===== src/rtl/acumulador_sumas_pkg.sv =====
// Shared types and default widths for the block accumulator that follows sumador_8bits.
package acumulador_pkg;

    typedef enum logic {ACUM, SALIDA} estado_t;

    localparam int ANCHO_SUMA = 8;
    localparam int ANCHO_ACC  = 12;

endpackage


===== src/rtl/acumulador_sumas_if.sv =====
// Input-sample and output-total handshakes of acumulador_sumas.
// A transfer happens on a rising edge where valido & ready are both high; a producer holds data until then.
interface acumulador_if #(
    parameter int ANCHO_SUMA = acumulador_pkg::ANCHO_SUMA,
    parameter int ANCHO_ACC  = acumulador_pkg::ANCHO_ACC
);
    logic                  in_valido;
    logic                  in_ready;
    logic [ANCHO_SUMA-1:0] in_suma;
    logic                  out_valido;
    logic                  out_ready;
    logic [ANCHO_ACC-1:0]  out_total;
    logic                  out_desborde;

    modport master (
        output in_valido, in_suma, out_ready,
        input  in_ready, out_valido, out_total, out_desborde
    );

    modport slave (
        input  in_valido, in_suma, out_ready,
        output in_ready, out_valido, out_total, out_desborde
    );
endinterface


===== src/rtl/acumulador_sumas_contador.sv =====
// Modulo-N_MUESTRAS sample counter; fin_o flags the sample that closes a block.
module contador_modulo #(
    parameter int N_MUESTRAS = 4
) (
    input  logic clk,
    input  logic rst,
    input  logic clr_i,
    input  logic en_i,
    output logic fin_o
);
    localparam int CW = (N_MUESTRAS > 1) ? $clog2(N_MUESTRAS) : 1;

    logic [CW-1:0] cuenta_q, cuenta_d;

    assign fin_o = (cuenta_q == CW'(N_MUESTRAS - 1));

    always_comb begin
        cuenta_d = cuenta_q;
        if (clr_i) begin
            cuenta_d = '0;
        end else if (en_i) begin
            cuenta_d = fin_o ? '0 : cuenta_q + CW'(1);
        end
    end

    always_ff @(posedge clk) begin
        if (rst) begin
            cuenta_q <= '0;
        end else begin
            cuenta_q <= cuenta_d;
        end
    end
endmodule


===== src/rtl/acumulador_sumas.sv =====
// Accumulates N_MUESTRAS adder results per block and presents the wrapped total plus a sticky wrap flag.
module acumulador_sumas
    import acumulador_pkg::*;
#(
    parameter int ANCHO_SUMA = acumulador_pkg::ANCHO_SUMA,
    parameter int ANCHO_ACC  = acumulador_pkg::ANCHO_ACC,
    parameter int N_MUESTRAS = 4
) (
    input  logic    clk,
    input  logic    rst,
    input  logic    borrar,
    acumulador_if.slave bus,
    output estado_t estado_o
);
    localparam int W = ANCHO_ACC + 1;

    estado_t              estado_q, estado_d;
    logic [ANCHO_ACC-1:0] acum_q, acum_d;
    logic                 desb_q, desb_d;
    logic [ANCHO_ACC-1:0] total_q, total_d;
    logic                 out_desb_q, out_desb_d;
    logic [W-1:0]         nuevo;
    logic                 acepta;
    logic                 fin;

    // Clear cycles never accept, so a producer's sample survives rst/borrar.
    assign bus.in_ready     = (estado_q == ACUM) && !rst && !borrar;
    assign acepta           = bus.in_valido && bus.in_ready;
    assign nuevo            = {1'b0, acum_q} + W'(bus.in_suma);
    assign bus.out_valido   = (estado_q == SALIDA);
    assign bus.out_total    = total_q;
    assign bus.out_desborde = out_desb_q;
    assign estado_o         = estado_q;

    contador_modulo #(.N_MUESTRAS(N_MUESTRAS)) u_contador (
        .clk   (clk),
        .rst   (rst),
        .clr_i (borrar),
        .en_i  (acepta),
        .fin_o (fin)
    );

    always_comb begin
        estado_d   = estado_q;
        acum_d     = acum_q;
        desb_d     = desb_q;
        total_d    = total_q;
        out_desb_d = out_desb_q;
        if (borrar) begin
            estado_d   = ACUM;
            acum_d     = '0;
            desb_d     = 1'b0;
            total_d    = '0;
            out_desb_d = 1'b0;
        end else begin
            case (estado_q)
                ACUM: begin
                    if (acepta) begin
                        acum_d = nuevo[ANCHO_ACC-1:0];
                        desb_d = desb_q | nuevo[ANCHO_ACC];
                        if (fin) begin
                            estado_d   = SALIDA;
                            total_d    = nuevo[ANCHO_ACC-1:0];
                            out_desb_d = desb_q | nuevo[ANCHO_ACC];
                        end
                    end
                end
                SALIDA: begin
                    if (bus.out_ready) begin
                        estado_d = ACUM;
                        acum_d   = '0;
                        desb_d   = 1'b0;
                    end
                end
                default: estado_d = ACUM;
            endcase
        end
    end

    always_ff @(posedge clk) begin
        if (rst) begin
            estado_q   <= ACUM;
            acum_q     <= '0;
            desb_q     <= 1'b0;
            total_q    <= '0;
            out_desb_q <= 1'b0;
        end else begin
            estado_q   <= estado_d;
            acum_q     <= acum_d;
            desb_q     <= desb_d;
            total_q    <= total_d;
            out_desb_q <= out_desb_d;
        end
    end
endmodule


===== src/flat_wrapper.sv =====
// flat-port wrapper written by rule: the top's interface ports become plain ports
module acumulador_sumas_flat import acumulador_pkg::*;
#(
    parameter int ANCHO_SUMA = acumulador_pkg::ANCHO_SUMA,
    parameter int ANCHO_ACC  = acumulador_pkg::ANCHO_ACC,
    parameter int N_MUESTRAS = 4
)
  (clk, rst, borrar, estado_o, bus_in_valido, bus_in_suma, bus_out_ready, bus_in_ready, bus_out_valido, bus_out_total, bus_out_desborde);
  acumulador_if #(.ANCHO_SUMA(ANCHO_SUMA), .ANCHO_ACC(ANCHO_ACC)) bus_i ();
  input  logic clk;
  input  logic rst;
  input  logic borrar;
  output estado_t estado_o;
  input wire logic [$bits(bus_i.in_valido)-1:0] bus_in_valido;
  input wire logic [$bits(bus_i.in_suma)-1:0] bus_in_suma;
  input wire logic [$bits(bus_i.out_ready)-1:0] bus_out_ready;
  output wire logic [$bits(bus_i.in_ready)-1:0] bus_in_ready;
  output wire logic [$bits(bus_i.out_valido)-1:0] bus_out_valido;
  output wire logic [$bits(bus_i.out_total)-1:0] bus_out_total;
  output wire logic [$bits(bus_i.out_desborde)-1:0] bus_out_desborde;
  assign bus_i.in_valido = bus_in_valido;
  assign bus_i.in_suma = bus_in_suma;
  assign bus_i.out_ready = bus_out_ready;
  assign bus_in_ready = bus_i.in_ready;
  assign bus_out_valido = bus_i.out_valido;
  assign bus_out_total = bus_i.out_total;
  assign bus_out_desborde = bus_i.out_desborde;
  acumulador_sumas #(.ANCHO_SUMA(ANCHO_SUMA), .ANCHO_ACC(ANCHO_ACC), .N_MUESTRAS(N_MUESTRAS)) u_core (.clk(clk), .rst(rst), .borrar(borrar), .bus(bus_i), .estado_o(estado_o));
endmodule

===== config.mk =====
export PLATFORM = sky130hd
export DESIGN_NAME = acumulador_sumas_flat
export DESIGN_NICKNAME = d
export VERILOG_FILES = /design/src/rtl/acumulador_sumas_pkg.sv /design/src/rtl/acumulador_sumas_if.sv /design/src/rtl/acumulador_sumas_contador.sv /design/src/rtl/acumulador_sumas.sv /design/src/flat_wrapper.sv
export SDC_FILE = /design/constraint.sdc
export NUM_CORES = 1
export LEC_CHECK = 0
export CAP_MARGIN = 20
export CORE_ASPECT_RATIO = 1.5
export CORE_MARGIN = 2
export CORE_UTILIZATION = 55
export CTS_BUF_LIST = sky130_fd_sc_hd__clkbuf_8
export CTS_CLUSTER_DIAMETER = 150
export CTS_CLUSTER_SIZE = 40
export DETAILED_ROUTE_END_ITERATION = 8
export GPL_TIMING_DRIVEN = 0
export PLACE_DENSITY = 0.87
export SYNTH_ARGS = -nofsm -noshare
export SYNTH_HDL_FRONTEND = slang
export SYNTH_HIERARCHICAL = 1
export SYNTH_SLANG_ARGS = --single-unit

===== constraint.sdc =====
create_clock -name clk -period 3.95 [get_ports clk]
set_input_delay 0.79 -clock clk [delete_from_list [all_inputs] [get_ports clk]]
set_output_delay 0.79 -clock clk [all_outputs]
set_load 0.005 [all_outputs]

==> impl_metrics.sql, run 1 <==
INSERT INTO impl_metrics (metric_group, metric, value, unit) VALUES
('sta', 'fmax', '301', 'MHz'),
('logic_synthesis', 'synth.yosys.warnings', '6', ''),
('setup_path', 'rrSetupSlack', '1.78', 'ns'),
('setup_path', 'critPathSlowestCell', 'sky130_fd_sc_hd__clkdlybuf4s50_1', ''),
('setup_path', 'path_class', 'primary input to output port', ''),
('floorplan', 'design.die.area', '0.00323', 'mm^2'),
('sta', 'setup_violations', '0', ''),
('sta', 'least_margin_pin_slew', '0.495', 'ns'),
('pwr', 'leakage', '0.767', 'nW'),
('clock_tree', 'cts.repair.resized', '0', ''),
('layout', 'area_growth_syn_to_layout', '27.0', '%'),
('routing', 'wl', '3910', 'um'),
('floorplan', 'design.core.area', '0.00268', 'mm^2'),
('sta', 'grt_setup_unrepaired', 'no', ''),
('setup_path', 'rr_endpoint', 'u_core/acum_q[8]', ''),
('clock_tree', 'cts.sink_count', '29', ''),
('routing', 'dr.pass1.iters', '4', ''),
('clock_tree', 'clkTransAtPathRegs', '0.06', 'ns'),
('clock_tree', 'clock-root-buffer', 'sky130_fd_sc_hd__clkbuf_8', ''),
('setup_path', 'cpMostUsedCell', 'sky130_fd_sc_hd__clkdlybuf4s50_1', ''),
('global_route', 'grt_max_degree', '13', ''),
('routing', 'drc_errors', '0', ''),
('flow_run', 'drv_cap', '0', ''),
('pwr', 'seq_power_share', '48.3', '%'),
('sta', 'max-slew-margin-rel', '67.0', '%'),
('layout', 'most-common-layout-cells', '29 x sky130_fd_sc_hd__dfxtp_1, 28 x sky130_fd_sc_hd__clkdlybuf4s50_1, 24 x sky130_fd_sc_hd__nand2_1, 16 x sky130_fd_sc_hd__a21oi_1', ''),
('status', 'run_status', 'complete, no violations', ''),
('routing', 'routed_wire_length_per_instance', '15.1', 'um'),
('pwr', 'vdd_drop_max', '0.000283', 'V'),
('worst_hold_path', 'worst_hold_path.endpoint', 'u_core/bus.out_total[3]', ''),
('pwr', 'power_frac_clock', '39.8', '%'),
('sta', 'period_share', '84.0', '%'),
('setup_path', 'worst_endpoint_required_time', '3.16', 'ns'),
('floorplan', 'die_height', '68.6', 'um'),
('layout', 'total_of_fill_cells_in_the_finished_design', '212', ''),
('clock_tree', 'cts_max_path_buffers', '2', ''),
('logic_synthesis', 'seq_area_frac_synth', '37.9', '%'),
('sta', 'layout_setup_ws', '0.633', 'ns'),
('place', 'port-buffer-count', '28', ''),
('logic_synthesis', 'syn_nets', '208', ''),
('floorplan', 'design.portCount', '29', ''),
('routing', 'routed-via-count', '1455', ''),
('logic_synthesis', 'synthesis.area', '0.00153', 'mm^2'),
('setup_path', 'rr_worst_depth', '8', ''),
('layout', 'antenna_cells', '0', ''),
('pwr', 'p_total', '0.617', 'mW'),
('sta', 'post-route-min-period', '3.32', 'ns'),
('place', 'gp_congestion', '0.892', ''),
('clock_tree', 'cts_setup_buffers', '0', ''),
('setup_path', 'crit_chain', 'clkdlybuf4s50_1, or2_2, clkbuf_1, nor2_1, clkdlybuf4s50_1', ''),
('layout', 'final_layout_size_suffix_gt1_share', '8.14', '%'),
('setup_path', 'crit_path_start_kind', 'primary input', ''),
('clock_tree', 'cts_hold_buf', '0', ''),
('floorplan', 'chipWidth', '47.1', 'um'),
('pwr', 'power.density', '317', 'mW/mm^2'),
('setup_path', 'cp_slowest_stage_delay', '0.51', 'ns'),
('clock_tree', 'numCtsBuffers', '5', ''),
('global_route', 'grt_pass1_wl', '6230', 'um'),
('setup_path', 'timing.critical_path.to_type', 'output port', ''),
('logic_synthesis', 'synthesis.instances', '185', ''),
('sta', 'slew_viol_final', '0', ''),
('setup_path', 'critPathMaxFanout', '10', ''),
('pwr', 'power.share.combinational', '11.9', '%'),
('pwr', 'cell_internal_pwr', '0.449', 'mW'),
('floorplan', 'effective_utilization_at_floorplan', '57.2', '%'),
('global_route', 'via_count_of_the_first_global_routing_pass', '1440', ''),
('place', 'pre_cts_slack', '0.631', 'ns'),
('pwr', 'switching_share', '27.2', '%'),
('setup_path', 'critical_path_arrival', '2.53', 'ns'),
('pwr', 'power.switching', '0.168', 'mW'),
('sta', 'final-hold-violation-count', '0', '');
-- synthesized netlist by cell type --
master | n | share of area, %
sky130_fd_sc_hd__or3b_1 | 1 | 0.57
sky130_fd_sc_hd__o21ai_1 | 2 | 0.65
sky130_fd_sc_hd__o211a_1 | 2 | 1.3
sky130_fd_sc_hd__a31oi_1 | 4 | 1.6
sky130_fd_sc_hd__nand3_1 | 13 | 4.2
sky130_fd_sc_hd__a21o_1 | 2 | 0.98
sky130_fd_sc_hd__and2_1 | 1 | 0.41
sky130_fd_sc_hd__or3_1 | 3 | 1.2
sky130_fd_sc_hd__nand2b_1 | 4 | 1.6
sky130_fd_sc_hd__inv_1 | 4 | 0.98
sky130_fd_sc_hd__nor3_1 | 4 | 1.3
sky130_fd_sc_hd__xor2_1 | 6 | 3.4
sky130_fd_sc_hd__mux2i_1 | 2 | 1.3
sky130_fd_sc_hd__o21ai_0 | 13 | 4.2
sky130_fd_sc_hd__nand3b_1 | 1 | 0.49
sky130_fd_sc_hd__nor2_1 | 11 | 2.7
sky130_fd_sc_hd__nand2_1 | 24 | 5.9
sky130_fd_sc_hd__xnor2_1 | 3 | 1.7
sky130_fd_sc_hd__ha_1 | 9 | 7.4
sky130_fd_sc_hd__nor2b_1 | 1 | 0.41
sky130_fd_sc_hd__fa_1 | 1 | 1.3
sky130_fd_sc_hd__dfxtp_1 | 29 | 38
sky130_fd_sc_hd__o21ba_2 | 1 | 0.65
sky130_fd_sc_hd__and3_1 | 3 | 1.2
sky130_fd_sc_hd__buf_4 | 1 | 0.49
sky130_fd_sc_hd__or2_2 | 2 | 0.82
sky130_fd_sc_hd__a22o_1 | 2 | 1.1
sky130_fd_sc_hd__o211ai_1 | 3 | 1.5
sky130_fd_sc_hd__a21oi_1 | 16 | 5.2
sky130_fd_sc_hd__nor4_2 | 1 | 0.82
sky130_fd_sc_hd__nand4_1 | 2 | 0.82
sky130_fd_sc_hd__a211oi_1 | 4 | 2.0
sky130_fd_sc_hd__clkbuf_1 | 4 | 0.98
sky130_fd_sc_hd__buf_2 | 4 | 1.3
sky130_fd_sc_hd__a211oi_2 | 1 | 0.82
sky130_fd_sc_hd__a32oi_1 | 1 | 0.57
-- sequential cells by signal (all words and copies together), names as in the netlist --
| signal | cells |
|---|---|
| u_core/bus.out_valido | 1 |
| u_core/desb_q | 1 |
| u_core/bus.out_total | 12 |
| u_core/acum_q | 12 |
| u_core/u_contador/cuenta_q | 2 |
| u_core/bus.out_desborde | 1 |
-- layer usage --
metal  up-vias  global-route usage, %  part of all wire, %
li1        725                      -                    -
met1       676                   28.5                   39
met2        45                   50.0                   54
met3         9                   5.99                  4.5
met4         0                   16.3                  2.4
met5         -                      0                    0
-- logic make-up (layout without fill, tap and decap cells) --
group                    count (synthesis)  count (layout)  synth area share, %
AO/OA/AOI/OAI                           51              51                 20.7
multiplexers                             2               2                 1.31
buffers and inverters                   13              49                 3.76
AND/OR/NAND/NOR                         71              71                 22.5
XOR/XNOR                                 9               9                 5.15
adder cells (fa/ha/maj)                 10              10                 8.66
flip-flops                              29              29                 37.9
-- power groups by stage --
stage          registers [mW]  logic (mW)  clock network (mW)
6_report                0.298      0.0735               0.246
4_1_cts                 0.298      0.0727               0.252
3_5_place_dp            0.304      0.0723                   0
3_3_place_gp            0.304      0.0707                   0
5_1_grt                 0.298      0.0801               0.260
2_1_floorplan           0.304      0.0448                   0
-- worst max-delay path: cells and delay by family --
kind	cells	cell delay (ns)
buffers and inverters	3	1.23
and+or+nand+nor	2	0.51
-- how the worst max path moves through the flow --
stage                     depth (start not counted)               end            from  slack [ns]
after floorplan                                   8  u_core/acum_q[8]  bus_in_suma[0]        1.63
after global placement                            5      bus_in_ready             rst        0.66
after detailed placement                          5      bus_in_ready             rst        0.63
after CTS                                         5      bus_in_ready             rst        0.63
after global routing                              5      bus_in_ready          borrar        0.55
final                                             5      bus_in_ready             rst        0.63
-- per-stage QoR --
step / cell area (um^2) / util (%) / instances / hold WS [ns]
finish: 1940 / 72.7 / 258 / 0.456
global route: 1940 / 72.7 / 258 / 0.481
CTS: 1940 / 72.7 / 258 / 0.456
detailed placement: 1860 / 69.4 / 250 / 0.447
global placement: 1860 / 69.4 / 250 / 0.443
floorplan: 1530 / - / 185 / 0.429
-- area by class of cell --
cell class                 count  area, um^2  area share, %
buffer                         9        42.5           2.19
clock inverter                 3        17.5          0.901
inverter                       4        15.0          0.772
clock buffer                   5        68.8           3.54
tap                           37        46.3           2.38
multi-input combinational    143         893           45.9
sequential                    29         581           29.9
timing repair buffer          28         280           14.4
(Power assumes the default switching activity.)
==> run 2: changes to the inputs <==
--- a/config.mk
+++ b/config.mk
@@ -8,13 +8,13 @@
 export CAP_MARGIN = 20
 export CORE_ASPECT_RATIO = 1.5
 export CORE_MARGIN = 2
-export CORE_UTILIZATION = 55
+export CORE_UTILIZATION = 53
 export CTS_BUF_LIST = sky130_fd_sc_hd__clkbuf_8
 export CTS_CLUSTER_DIAMETER = 150
 export CTS_CLUSTER_SIZE = 40
 export DETAILED_ROUTE_END_ITERATION = 8
 export GPL_TIMING_DRIVEN = 0
-export PLACE_DENSITY = 0.87
+export PLACE_DENSITY = 0.84
 export SYNTH_ARGS = -nofsm -noshare
 export SYNTH_HDL_FRONTEND = slang
 export SYNTH_HIERARCHICAL = 1
==> constraint.sdc (replaced) <==
create_clock -name clk -period 3.5 [get_ports clk]
set_input_delay 0.7 -clock clk [delete_from_list [all_inputs] [get_ports clk]]
set_output_delay 0.7 -clock clk [all_outputs]
set_load 0.005 [all_outputs]
==> impl_metrics.sql, run 2 (synthesis results as in run 1) <==
INSERT INTO impl_metrics (metric_group, metric, value, unit) VALUES
('clock_tree', 'numCtsBuffers', '5', ''),
('place', 'gp_congestion', '0.890', ''),
('worst_hold_path', 'min_delay_startpoint', 'u_core/acum_q[4]', ''),
('sta', 'final-hold-violation-count', '0', ''),
('sta', 'setup_violations', '0', ''),
('global_route', 'global_route.usage.total', '26.5', '%'),
('clock_tree', 'cts_setup_buffers', '0', ''),
('layout', 'total_of_fill_cells_in_the_finished_design', '240', ''),
('sta', 'period_share', '90.4', '%'),
('routing', 'met2_wirelength', '2050', 'um'),
('flow_run', 'drv_cap', '0', ''),
('pwr', 'power.density', '368', 'mW/mm^2'),
('sta', 'max-slew-margin-rel', '66.3', '%'),
('routing', 'dr.pass1.iters', '4', ''),
('routing', 'routed_via_density', '5.67', ''),
('layout', 'finalNetCount', '243', ''),
('floorplan', 'std_cell_rows', '23', ''),
('floorplan', 'design.die.area', '0.00334', 'mm^2'),
('sta', 'post-route-min-period', '3.17', 'ns'),
('floorplan', 'design.core.area', '0.00271', 'mm^2'),
('clock_tree', 'clock-root-buffer', 'sky130_fd_sc_hd__clkbuf_8', ''),
('routing', 'routed_wire_length_per_instance', '14.9', 'um'),
('clock_tree', 'clkTransAtPathRegs', '0.06', 'ns'),
('floorplan', 'effective_utilization_at_floorplan', '56.6', '%'),
('setup_path', 'critPathMaxFanout', '10', ''),
('floorplan', 'chipWidth', '47.9', 'um'),
('routing', 'met1_length', '1550', 'um'),
('layout', 'area_growth_syn_to_layout', '27.9', '%'),
('clock_tree', 'cts-htree-levels', '2', ''),
('setup_path', 'critical_path_arrival', '2.47', 'ns'),
('routing', 'route.antenna.remaining_nets', '0', ''),
('routing', 'wl', '3840', 'um'),
('sta', 'grt_setup_unrepaired', 'no', ''),
('worst_hold_path', 'worst_hold_path_type', 'register to register', ''),
('global_route', 'grt.overflow.total', '0', ''),
('setup_path', 'path_class', 'primary input to output port', ''),
('global_route', 'via_count_of_the_first_global_routing_pass', '1498', ''),
('routing', 'drc_errors', '0', ''),
('sta', 'tns', '0', 'ns'),
('place', 'detailedPlacementHpwl', '2850', 'um'),
('setup_path', 'crit_chain', 'clkdlybuf4s50_1, or2_2, clkbuf_1, nor2_1, clkdlybuf4s50_1', ''),
('pwr', 'p_total', '0.722', 'mW'),
('clock_tree', 'clk_latency', '0.28', 'ns'),
('clock_tree', 'cts.repair.resized', '0', ''),
('clock_tree', 'cts.sink_count', '29', ''),
('sta', 'fmax', '316', 'MHz'),
('clock_tree', 'cts_tree', 'yes', ''),
('sta', 'worst_case_clock_skew', '0.00278', 'ns'),
('setup_path', 'cp_slowest_stage_delay', '0.51', 'ns'),
('setup_path', 'critical_path.startpoint', 'rst', ''),
('global_route', 'grt_antenna_before_repair', '0', ''),
('routing', 'routed-via-count', '1463', ''),
('sta', 'slew_viol_final', '0', ''),
('setup_path', 'worst_endpoint_required_time', '2.80', 'ns'),
('setup_path', 'timing.critical_path.to_type', 'output port', ''),
('sta', 'least_margin_pin_slew', '0.505', 'ns'),
('setup_path', 'crit_path_start_kind', 'primary input', ''),
('setup_path', 'cpMostUsedCell', 'sky130_fd_sc_hd__clkdlybuf4s50_1', ''),
('setup_path', 'worst_r2r_startpoint', 'u_core/acum_q[0]', ''),
('clock_tree', 'cts_hold_buf', '0', ''),
('status', 'run_status', 'complete, no violations', ''),
('routing', 'met3_routed_length', '143', 'um'),
('layout', 'final_layout_size_suffix_gt1_share', '8.14', '%'),
('clock_tree', 'cts_max_path_buffers', '2', ''),
('global_route', 'grt_max_degree', '13', ''),
('global_route', 'grt_pass1_wl', '6420', 'um'),
('pwr', 'leakage', '0.777', 'nW'),
('pwr', 'vdd_drop_max', '0.000331', 'V'),
('floorplan', 'design.portCount', '29', ''),
('layout', 'antenna_cells', '0', ''),
('layout', 'most-common-layout-cells', '29 x sky130_fd_sc_hd__dfxtp_1, 28 x sky130_fd_sc_hd__clkdlybuf4s50_1, 24 x sky130_fd_sc_hd__nand2_1, 16 x sky130_fd_sc_hd__a21oi_1', ''),
('floorplan', 'die_height', '69.8', 'um'),
('layout', 'final_common_cell', 'sky130_fd_sc_hd__dfxtp_1', ''),
('place', 'port-buffer-count', '28', ''),
('setup_path', 'critPathSlowestCell', 'sky130_fd_sc_hd__clkdlybuf4s50_1', ''),
('routing', 'top_layer', 'met4', ''),
('routing', 'drt_iter0_drcs', '50', '');
==> run 2: path summary, 6_finish.rpt <==
| check | endpoint | slack, ns | depth (start not counted) |
|---|---|---|---|
| worst max-delay path | bus_in_ready | 0.33 | 5 |
| worst min-delay path | u_core/acum_q[4] | 0.46 | 2 |
| worst max register to register | u_core/acum_q[8] | 1.39 | 8 |
| worst min register to register | u_core/acum_q[4] | 0.46 | 2 |
==> run 2: power by group <==
part	leakage, nW	switching, mW	internal, mW
Sequential	0.234	0.00240	0.334
Clock	0.0542	0.125	0.177
Combinational	0.489	0.0468	0.0361
Total	0.777	0.174	0.547
==> run 2: area by class of cell <==
class | count | area, um^2 | share of cell area (%)
multi-input cells | 143 | 893 | 45.6
flip-flops and latches | 29 | 581 | 29.6
repair buffers | 28 | 280 | 14.3
clock buffers | 7 | 96.3 | 4.92
well taps | 37 | 46.3 | 2.36
plain buffers | 9 | 42.5 | 2.17
inverters | 4 | 15.0 | 0.766
clock inverters | 1 | 5.00 | 0.255
==> run 2: per-layer routing <==
layer  track usage, %  vias to the layer above
li1                 -                      725
met4             12.6                        0
met5                0                        -
met2             44.4                       42
met3             6.77                       11
met1             28.8                      685
==> run 2: stage by stage <==
stage	hold slack [ns]	util [%]	setup WS (ns)	instance area [um^2]	std cells
floorplan	0.429	-	1.27	1530	185
global placement	0.443	68.7	0.379	1860	250
detailed placement	0.452	68.7	0.351	1860	250
CTS	0.462	72.4	0.351	1960	258
global route	0.481	72.4	0.252	1960	258
finish	0.460	72.4	0.334	1960	258
==> run 2: critical path, delay by kind of cell <==
kind                   cells  cell delay, ns
AND/OR/NAND/NOR            2            0.52
buffers and inverters      3            1.25
==> run 3: changes to the inputs <==
--- a/config.mk
+++ b/config.mk
@@ -5,7 +5,6 @@
 export SDC_FILE = /design/constraint.sdc
 export NUM_CORES = 1
 export LEC_CHECK = 0
-export CAP_MARGIN = 20
 export CORE_ASPECT_RATIO = 1.5
 export CORE_MARGIN = 2
 export CORE_UTILIZATION = 53
==> results of run 3 <==
Same layout as run 2: the final DEF is identical, and so are final timing and power.
